--- config.mk ---
export PLATFORM = sky130hd
export DESIGN_NAME = snif_poke
export DESIGN_NICKNAME = d
export VERILOG_FILES = /design/src/rtl/snif_poke_pkg.sv /design/src/rtl/snif_poke_sync_fifo.sv /design/src/rtl/snif_poke.sv
export SDC_FILE = /design/constraint.sdc
export NUM_CORES = 1
export LEC_CHECK = 0
export ABC_AREA = 0
export CAP_MARGIN = 30
export CORE_MARGIN = 3
export CORE_UTILIZATION = 50
export CTS_CLUSTER_SIZE = 24
export DETAILED_ROUTE_END_ITERATION = 7
export PLACE_DENSITY = 0.76
export SLEW_MARGIN = 20
export SYNTH_ARGS = -nofsm -noshare
export SYNTH_HDL_FRONTEND = slang
export SYNTH_SLANG_ARGS = --single-unit
--- constraint.sdc ---
create_clock -name clk_i -period 3 [get_ports clk_i]
set_input_delay 0.6 -clock clk_i [delete_from_list [all_inputs] [get_ports clk_i]]
set_output_delay 0.6 -clock clk_i [all_outputs]
set_load 0.03 [all_outputs]
--- src/rtl/snif_poke_pkg.sv ---
`default_nettype none
// +----------------------------------------------------------------------------+
// | snif_poke_pkg : shared defaults, FSM encoding and doorbell-address helper   |
// | Revision      : 1.0                                                         |
// +----------------------------------------------------------------------------+
package snif_poke_pkg;

    localparam int c_adr_width       = 6;
    localparam int c_dat_width       = 8;
    localparam int c_fifo_depth_log2 = 2;

    typedef enum logic [1:0] {
        ST_IDLE  = 2'd0,
        ST_REQ   = 2'd1,
        ST_WRITE = 2'd2,
        ST_DBELL = 2'd3
    } state_t;

    // The doorbell is the top of the address space.
    function automatic logic [31:0] dbell_adr(input int adr_width);
        return (32'd1 << adr_width) - 32'd1;
    endfunction

endpackage
`default_nettype wire

--- src/rtl/snif_poke_sync_fifo.sv ---
`default_nettype none
// +----------------------------------------------------------------------------+
// | sync_fifo : single-clock FIFO with occupancy count, full/empty flags        |
// | Revision  : 1.0                                                             |
// +----------------------------------------------------------------------------+
module sync_fifo #(
    parameter int WIDTH      = 14,
    parameter int DEPTH_LOG2 = 2
) (
    input  logic                  clk_i,
    input  logic                  rst_ni,
    input  logic                  push_i,
    input  logic                  pop_i,
    input  logic [WIDTH-1:0]      wdata_i,
    output logic [WIDTH-1:0]      rdata_o,
    output logic                  full_o,
    output logic                  empty_o,
    output logic [DEPTH_LOG2:0]   count_o
);

    localparam int c_depth = 1 << DEPTH_LOG2;

    logic [WIDTH-1:0]      r_mem [c_depth];
    logic [DEPTH_LOG2-1:0] r_wr_ptr;
    logic [DEPTH_LOG2-1:0] r_rd_ptr;
    logic [DEPTH_LOG2:0]   r_count;
    logic                  w_push;
    logic                  w_pop;

    // Full blocks a push even when a pop happens in the same cycle.
    assign full_o  = (r_count == (DEPTH_LOG2+1)'(c_depth));
    assign empty_o = (r_count == '0);
    assign w_push  = push_i & ~full_o;
    assign w_pop   = pop_i & ~empty_o;
    assign rdata_o = r_mem[r_rd_ptr];
    assign count_o = r_count;

    always_ff @(posedge clk_i) begin
        if (w_push) begin
            r_mem[r_wr_ptr] <= wdata_i;
        end
    end

    always_ff @(posedge clk_i) begin
        if (!rst_ni) begin
            r_wr_ptr <= '0;
            r_rd_ptr <= '0;
            r_count  <= '0;
        end else begin
            if (w_push) begin
                r_wr_ptr <= r_wr_ptr + 1'b1;
            end
            if (w_pop) begin
                r_rd_ptr <= r_rd_ptr + 1'b1;
            end
            r_count <= r_count + {{DEPTH_LOG2{1'b0}}, w_push} - {{DEPTH_LOG2{1'b0}}, w_pop};
        end
    end

endmodule
`default_nettype wire

--- src/rtl/snif_poke.sv ---
`default_nettype none
// +----------------------------------------------------------------------------+
// | snif_poke : queued bus write initiator (request/grant, single-cycle writes) |
// |             Optional doorbell write after each command: SNIF_POKE_DOORBELL_EN|
// | Revision  : 1.0                                                             |
// +----------------------------------------------------------------------------+
module snif_poke
    import snif_poke_pkg::*;
#(
    parameter int ADR_WIDTH       = c_adr_width,
    parameter int DAT_WIDTH       = c_dat_width,
    parameter int FIFO_DEPTH_LOG2 = c_fifo_depth_log2
) (
    input  logic                       clk_i,
    input  logic                       rst_ni,
    input  logic                       cmd_valid_i,
    output logic                       cmd_ready_o,
    input  logic [ADR_WIDTH-1:0]       cmd_adr_i,
    input  logic [DAT_WIDTH-1:0]       cmd_dat_i,
    output logic                       bus_req_o,
    input  logic                       bus_gnt_i,
    output logic [ADR_WIDTH-1:0]       adr_o,
    output logic [DAT_WIDTH-1:0]       dat_o,
    output logic                       we_o,
    output logic                       busy_o,
    output logic [FIFO_DEPTH_LOG2:0]   count_o
);

    localparam int c_entry_w = ADR_WIDTH + DAT_WIDTH;

    state_t                   r_state;
    state_t                   w_state_nxt;
    logic                     r_bus_req;
    logic                     r_we;
    logic [ADR_WIDTH-1:0]     r_adr;
    logic [DAT_WIDTH-1:0]     r_dat;
    logic                     w_bus_req_nxt;
    logic                     w_we_nxt;
    logic [ADR_WIDTH-1:0]     w_adr_nxt;
    logic [DAT_WIDTH-1:0]     w_dat_nxt;
    logic                     w_pop;
    logic                     w_full;
    logic                     w_empty;
    logic [c_entry_w-1:0]     w_head;
    logic [FIFO_DEPTH_LOG2:0] w_count;

`ifdef SNIF_POKE_DOORBELL_EN
    localparam logic [ADR_WIDTH-1:0] c_dbell_adr = ADR_WIDTH'(dbell_adr(ADR_WIDTH));
`endif

    sync_fifo #(
        .WIDTH      (c_entry_w),
        .DEPTH_LOG2 (FIFO_DEPTH_LOG2)
    ) u_fifo (
        .clk_i   (clk_i),
        .rst_ni  (rst_ni),
        .push_i  (cmd_valid_i),
        .pop_i   (w_pop),
        .wdata_i ({cmd_adr_i, cmd_dat_i}),
        .rdata_o (w_head),
        .full_o  (w_full),
        .empty_o (w_empty),
        .count_o (w_count)
    );

    always_ff @(posedge clk_i) begin
        if (!rst_ni) begin
            r_state   <= ST_IDLE;
            r_bus_req <= 1'b0;
            r_we      <= 1'b0;
            r_adr     <= '0;
            r_dat     <= '0;
        end else begin
            r_state   <= w_state_nxt;
            r_bus_req <= w_bus_req_nxt;
            r_we      <= w_we_nxt;
            r_adr     <= w_adr_nxt;
            r_dat     <= w_dat_nxt;
        end
    end

    // A launched write always completes; grant only gates the next launch.
    always_comb begin
        w_state_nxt = r_state;
        w_pop       = 1'b0;
        w_we_nxt    = 1'b0;
        w_adr_nxt   = r_adr;
        w_dat_nxt   = r_dat;
        case (r_state)
            ST_IDLE: begin
                if (!w_empty) begin
                    w_state_nxt = ST_REQ;
                end
            end
            ST_REQ: begin
                if (bus_gnt_i && !w_empty) begin
                    w_pop       = 1'b1;
                    w_we_nxt    = 1'b1;
                    w_adr_nxt   = w_head[c_entry_w-1:DAT_WIDTH];
                    w_dat_nxt   = w_head[DAT_WIDTH-1:0];
                    w_state_nxt = ST_WRITE;
                end
            end
`ifdef SNIF_POKE_DOORBELL_EN
            ST_WRITE: begin
                w_we_nxt    = 1'b1;
                w_adr_nxt   = c_dbell_adr;
                w_dat_nxt   = '0;
                w_state_nxt = ST_DBELL;
            end
            ST_DBELL: begin
`else
            ST_WRITE: begin
`endif
                if (bus_gnt_i && !w_empty) begin
                    w_pop       = 1'b1;
                    w_we_nxt    = 1'b1;
                    w_adr_nxt   = w_head[c_entry_w-1:DAT_WIDTH];
                    w_dat_nxt   = w_head[DAT_WIDTH-1:0];
                    w_state_nxt = ST_WRITE;
                end else if (!w_empty) begin
                    w_state_nxt = ST_REQ;
                end else begin
                    w_state_nxt = ST_IDLE;
                end
            end
            default: begin
                w_state_nxt = ST_IDLE;
            end
        endcase
        w_bus_req_nxt = (w_state_nxt != ST_IDLE);
    end

    assign cmd_ready_o = ~w_full;
    assign bus_req_o   = r_bus_req;
    assign we_o        = r_we;
    assign adr_o       = r_adr;
    assign dat_o       = r_dat;
    assign count_o     = w_count;
    assign busy_o      = (w_count != '0) | r_we | (r_state != ST_IDLE);

endmodule
`default_nettype wire
==> results by group, run 1 <==
Run status
  – Status: finished, final reports clean

Synth
  – Mapped cell area: 3158 um2
  – Post-synth EDFFs: between 50 and 60
  – Sequential element share of the synthesized area: 69.10%
  – Seq cells post-synth: 81
  – Average cell area after synthesis: ~15 um2
  – Main flop type after synthesis: edfxtp_1
  – Async set-reset flop share out of synthesis: 0%
  – Synthesis Warnings: 0
  – Number of library cell types mapped by synthesis: 29
  – Net count after synthesis: 237
  – Post-Synthesis Cells: 208

Clock tree
  – CTS sink count: between 80 and 90
  – Postcts setup bufs: 0
  – Clk slew on worst S/H paths: roughly 0.08 ns
  – CTS Hold Bufs: 0
  – CTS tree: done
  – Clock Latency Late Sink: about 0.34 ns
  – CTS max path bufs: 2
  – CTS buffer count: 9
  – H-tree levels: 3
  – Post-CTS sizing: 0
  – Clock root buffer master: clkbuf_8

Critical path
  – Crit start category: flop
  – Crit Path Class: flop to output pin
  – Worst r2r path cells: 11
  – Crit-path max FO: 7
  – Top delay family on crit path: buffers and inverters
  – Buf+Inv Stages, Crit Path: 2
  – Critical path data arrival time: around 2.2 ns
  – Worst setup EP type: output pin
  – CP required: 2.40 ns
  – Crit path depth: 3
  – Worst path max stage delay: 0.67 ns
  – Crit-path slowest cell: clkdlybuf4s50_1
  – Cell breakdown of the critical path: nor3b_1 -> inv_1 -> clkdlybuf4s50_1

Layout
  – Fin util: 64.39%
  – Ratio of cells with drive above 1 in the final layout: between 15 and 20%
  – Ant. Diodes: 0
  – Synthesis-to-layout area growth: 22.86%
  – Final Instance Area: about 3900 um2
  – Nets: approximately 290

Placement
  – DP Wirelength: between 3 and 4 mm
  – Port buffer count: 38
  – Placed inst area: 3650 um2
  – RD Place Congestion: 0.8198
  – Worst slack, placed: 0.3046 ns

Pwr
  – VDD IR max: roughly 510 uV
  – Total power: 3.116 mW
  – Leakage power: between 1 and 1.5 nW
  – Cell Pwr Density: approximately 800 nW/um2

STA
  – Final Slew Violations: 0
  – Unrepaired setup endpoints after global routing: false
  – Tcrit/Tclk final: 93.01%
  – Final Setup Violations: 0
  – Worst-margin pin slew: just under 0.8 ns
  – Final hold violation count: 0
  – Max frequency: approximately 360 MHz
  – Worst Skew: roughly 0.011 ns
  – Post-route setup TNS: 0 ns
  – Slew headroom: 48.21%
  – Final WS setup: around 0.21 ns
  – Final Critical Period: about 2.8 ns

Global route
  – Grt total ovfl: 0
  – Number of global-route vias before repair: between 1500 and 2000
  – Largest net degree at the start of global routing: 20
  – First-pass GRT wire length: approximately 9.4 mm
  – Initial antenna violation count: 0
  – Overall Global Routing Usage: between 10% and 20%

Floorplanning
  – Die Span X: around 85 um
  – Die Footprint: 7306 um2
  – Initial Utilization: between 50% and 60%
  – Boundary Pins: 39
  – Total core area: around 6000 um2
  – DIE HEIGHT: around 85 um
  – Row count: 28

Hold path
  – Worst hold path type: flop to flop
  – Hold Path Stages: 2

Drt
  – Drt wl/cell: 16.82 um
  – Vias per std cell: roughly 5.4
  – Final Routed Wirelength: between 5 and 6 mm
  – DRT Pass-1 Iters: 4
  – Routed via count: about 1800
  – DRT iter0 DRCs: 99
  – ANT nets after route: 0
  – # DRC: 0

Job
  – Max-cap violations: 0
[synthesized netlist by cell type, drive strengths merged (3+ instances only)]
cell type  instances  area, um2
nand2             32      120.1
a21oi             19      95.09
buf                5      27.53
o21ai              3      15.01
ha                10      125.1
and2               4      25.02
dfxtp             25      500.5
mux4              14      315.3
nor2               5      18.77
edfxtp            56       1682
and3               4      25.02
inv               12      45.04
[worst paths after layout]
check                                 end                         start  slack [ns]
min                 adr_o[4]$_SDFFE_PN0N_         adr_o[4]$_SDFFE_PN0N_        0.46
min reg2reg         adr_o[4]$_SDFFE_PN0N_         adr_o[4]$_SDFFE_PN0N_        0.46
max                           cmd_ready_o  u_fifo.count_o[2]$_SDFF_PN0_        0.21
max reg2reg  u_fifo.count_o[2]$_SDFF_PN0_         r_state[0]$_SDFF_PN0_        0.63
[cell usage in the layout (no fill, tap or decap), types with 3 or more instances in the layout]
cell type | synthesis | final
and3_1 | 4 | 4
clkdlybuf4s50_1 | 0 | 37
o21ai_0 | 3 | 3
edfxtp_1 | 56 | 56
clkbuf_8 | 0 | 10
nand2_1 | 32 | 32
nor2_1 | 5 | 5
and2_1 | 4 | 4
inv_1 | 12 | 12
mux4_2 | 14 | 14
a21oi_1 | 19 | 19
ha_1 | 10 | 10
dfxtp_1 | 25 | 25
buf_4 | 1 | 7
[worst reg2reg max path, stage by stage, from the launching register on]
cell and delay (ns):
dfxtp_1 0.40, inv_1 0.08, ha_1 0.34, o311ai_4 0.08
inv_1 0.09, ha_1 0.28, inv_1 0.04, ha_1 0.19
fa_1 0.37, xnor2_1 0.14, xnor2_1 0.13, and2_1 0.14
[flip-flops by register name (all words and copies together), names as in the netlist]
signal and cells:
u_fifo.r_wr_ptr 2, dat_o 8, u_fifo.r_mem 56, u_fifo.r_rd_ptr 2, r_state 2, bus_req_o 1
adr_o 6, we_o 1, u_fifo.count_o 3
[stage by stage]
step                hold WS, ns  std cells
finish                   0.4566        337
global route             0.4816        337
CTS                      0.4615        337
detailed placement       0.4504        321
global placement         0.4419        321
floorplan                0.4837        208
[cells by family (layout without fill, tap and decap cells)]
logic type | after synthesis | in the layout | share of synthesized area (%)
DFF | 81 | 81 | 69.10
and+or+nand+nor | 54 | 54 | 7.885
AOI/OAI and AO/OA | 26 | 26 | 5.230
buffers and inverters | 20 | 74 | 2.655
muxes | 14 | 14 | 9.984
adders and majority gates | 11 | 11 | 4.596
xor gates and xnor gates | 2 | 2 | 0.5548
[metal layers]
metal	routed length (um)	GRT usage [%]
met5	0	0
met4	80	6.043
met3	300	3.301
met2	2937	29.38
met1	2351	21.84
[report_power, final]
group,leakage [nW],switching [mW],internal [mW]
combinational,0.501,0.441,0.371
clock,0.115,0.389,0.495
sequential,0.717,0.0838,1.34
[cell type report]
class                   count  area (um2)
flip-flops and latches     81        2182
fillers                   459        2146
multi-input cells         107       892.1
repair buffers             45       435.4
clock buffers              10       137.6
well taps                  75       93.84
clock inverters             6       90.09
inverters                  13       48.80
No activity file was read; power rests on OpenSTA's default activity.
==> run 2, diff against run 1 <==
Settings changed: SLEW_MARGIN 20 to 30.
==> results of run 2 <==
Final layout, timing and power as in run 1 (identical DEF).
==> run 3, diff against run 2 <==
Settings changed: CAP_MARGIN 30 to 20, CTS_BUF_LIST set to sky130_fd_sc_hd__clkbuf_16, GPL_ROUTABILITY_DRIVEN set to 0.
==> results by group, run 3 (synthesis results as in run 1) <==
Run status
  – Status: finished, final reports clean

Layout
  – Max reg flops: 56 (unchanged)
  – Ratio of cells with drive above 1 in the final layout: 14.89% (-0.38 points)
  – Final Non-Filler Cells: 337 (unchanged)
  – Synthesis-to-layout area growth: 25.67%
  – Fin util: 65.86% (+1.5 points)
  – Nets: 286 (unchanged)
  – Commonest non-fill, non-tap cell in the layout: edfxtp_1
  – Layout fillers: 439 (-4.4%)
  – Biggest register: u_fifo.r_mem
  – Ant. Diodes: 0 (unchanged)
  – Final Instance Area: 3969 um2 (+2.3%)
  – Most frequent cells in the layout: edfxtp_1 (56), clkdlybuf4s50_1 (38), nand2_1 (32), dfxtp_1 (25), a21oi_1 (19)

STA
  – Post-route setup TNS: 0 ns (unchanged)
  – Worst-margin pin slew: 0.8111 ns (+0.03527 ns)
  – Final hold violation count: 0 (unchanged)
  – Tcrit/Tclk final: 95.94% (+2.9 points)
  – Hold WS: 0.4534 ns (-0.003196 ns)
  – Final Slew Violations: 0 (unchanged)
  – Max frequency: 347.4 MHz (-3.1%)
  – Slew headroom: 45.86% (-2.4 points)
  – Unrepaired setup endpoints after global routing: false
  – Final Critical Period: 2.878 ns (+0.08793 ns)
  – Worst Skew: 0.004877 ns (-0.006092 ns)
  – Final Setup Violations: 0 (unchanged)

Clock tree
  – Post-CTS sizing: 0 (unchanged)
  – Postcts setup bufs: 0 (unchanged)
  – CTS buffer count: 9 (unchanged)
  – CTS max path bufs: 2 (unchanged)
  – CTS Hold Bufs: 0 (unchanged)
  – CTS tree: done
  – Clock Latency Late Sink: 0.33 ns (about the same)
  – H-tree levels: 3 (unchanged)
  – Clock root buffer master: clkbuf_16
  – Clk slew on worst S/H paths: 0.06 ns (-0.02 ns)
  – CTS sink count: 81 (unchanged)

Floorplanning
  – Die Footprint: 7306 um2 (unchanged)
  – DIE HEIGHT: 85.48 um (unchanged)
  – Row count: 28 (unchanged)
  – Total core area: 6026 um2 (unchanged)
  – Initial Utilization: 52.41% (unchanged)
  – Boundary Pins: 39 (unchanged)
  – Die Span X: 85.48 um (unchanged)

Drt
  – Drt wl/cell: 17.01 um (+1.1%)
  – Top layer in use: met4
  – DRT Pass-1 Iters: 4 (unchanged)
  – DRT iter0 DRCs: 122 (+23%)
  – Met3 Routed Length: 243 um (-19%)
  – M1 WL: 2.428 mm (+3.3%)
  – # DRC: 0 (unchanged)
  – Routed via count: 1840 (+0.38%)
  – Vias per std cell: 5.460 (+0.38%)
  – ANT nets after route: 0 (unchanged)
  – Metal2 WL: 2.989 mm (+1.8%)
  – Final Routed Wirelength: 5.733 mm (+1.1%)

Global route
  – Largest net degree at the start of global routing: 20 (unchanged)
  – First-pass GRT wire length: 9.453 mm (+0.89%)
  – Initial antenna violation count: 0 (unchanged)
  – Number of global-route vias before repair: 1910 (+0.47%)
  – Grt total ovfl: 0 (unchanged)
  – Overall Global Routing Usage: 17.34% (+0.18 points)

Placement
  – DP Wirelength: 3.616 mm (unchanged)
  – Placed inst area: 3650 um2 (unchanged)
  – Port buffer count: 38 (unchanged)
  – Placed cells: 321 (unchanged)

Pwr
  – Leakage power: 1.365 nW (+2.5%)
  – VDD IR max: 521.8 uV (+1.7%)
  – Cell Pwr Density: 853.7 nW/um2 (+6.3%)

Critical path
  – Cell breakdown of the critical path: or3_2 -> or3b_2 -> clkdlybuf4s50_1
  – Crit Path Class: flop to output pin
  – Crit-path max FO: 7 (unchanged)
  – Worst setup EP type: output pin
  – CP required: 2.40 ns (about the same)
  – Crit start category: flop
  – Worst path max stage delay: 0.60 ns (-0.07 ns)
  – Critical path data arrival time: 2.28 ns (+0.09 ns)
  – Crit-path slowest cell: clkdlybuf4s50_1

Hold path
  – Worst hold path type: flop to flop

Job
  – Max-cap violations: 0 (unchanged)
run 3: cell type report:
class	instances	area, um2	share of cell area (%)
inverters	13	48.80	1.230
flip-flops and latches	81	2182	54.98
well taps	75	93.84	2.364
clock inverters	7	93.84	2.364
repair buffers	45	432.9	10.91
multi-input cells	107	892.1	22.48
clock buffers	9	225.2	5.675
run 3: worst paths after layout:
check                                                    end                         start  cells past startpoint  slack (ns)
worst min register to register         adr_o[4]$_SDFFE_PN0N_         adr_o[4]$_SDFFE_PN0N_                      2        0.45
worst min-delay path                   adr_o[4]$_SDFFE_PN0N_         adr_o[4]$_SDFFE_PN0N_                      2        0.45
worst max-delay path                                  busy_o  u_fifo.count_o[1]$_SDFF_PN0_                      3        0.12
worst max register to register  u_fifo.count_o[2]$_SDFF_PN0_         r_state[0]$_SDFF_PN0_                     11        0.63
run 3: where the power goes:
group / switching (mW) / internal [mW] / leakage [nW]
clock network: 0.424 / 0.728 / 0.155
registers: 0.0843 / 1.34 / 0.717
logic: 0.439 / 0.374 / 0.493
run 3: per-stage QoR:
step,total power [mW],worst slack [ns]
2_1_floorplan,1.980,0.3527
3_3_place_gp,2.243,0.3193
3_5_place_dp,2.268,0.3046
4_1_cts,3.414,0.1012
5_1_grt,3.559,0.01804
6_report,3.388,0.1218
run 3: worst max-delay path: cells and delay by family, from the launching register on:
family / cells / cell delay, ns
buffers and inverters: 1 / 0.60
DFF: 1 / 0.38
and+or+nand+nor: 2 / 0.98
run 3: layer usage:
metal  global-route usage (%)  up-vias
met3                    3.883        8
li1                         -      867
met1                    22.16      923
met4                    6.619        0
met2                    28.95       42
met5                        0        -
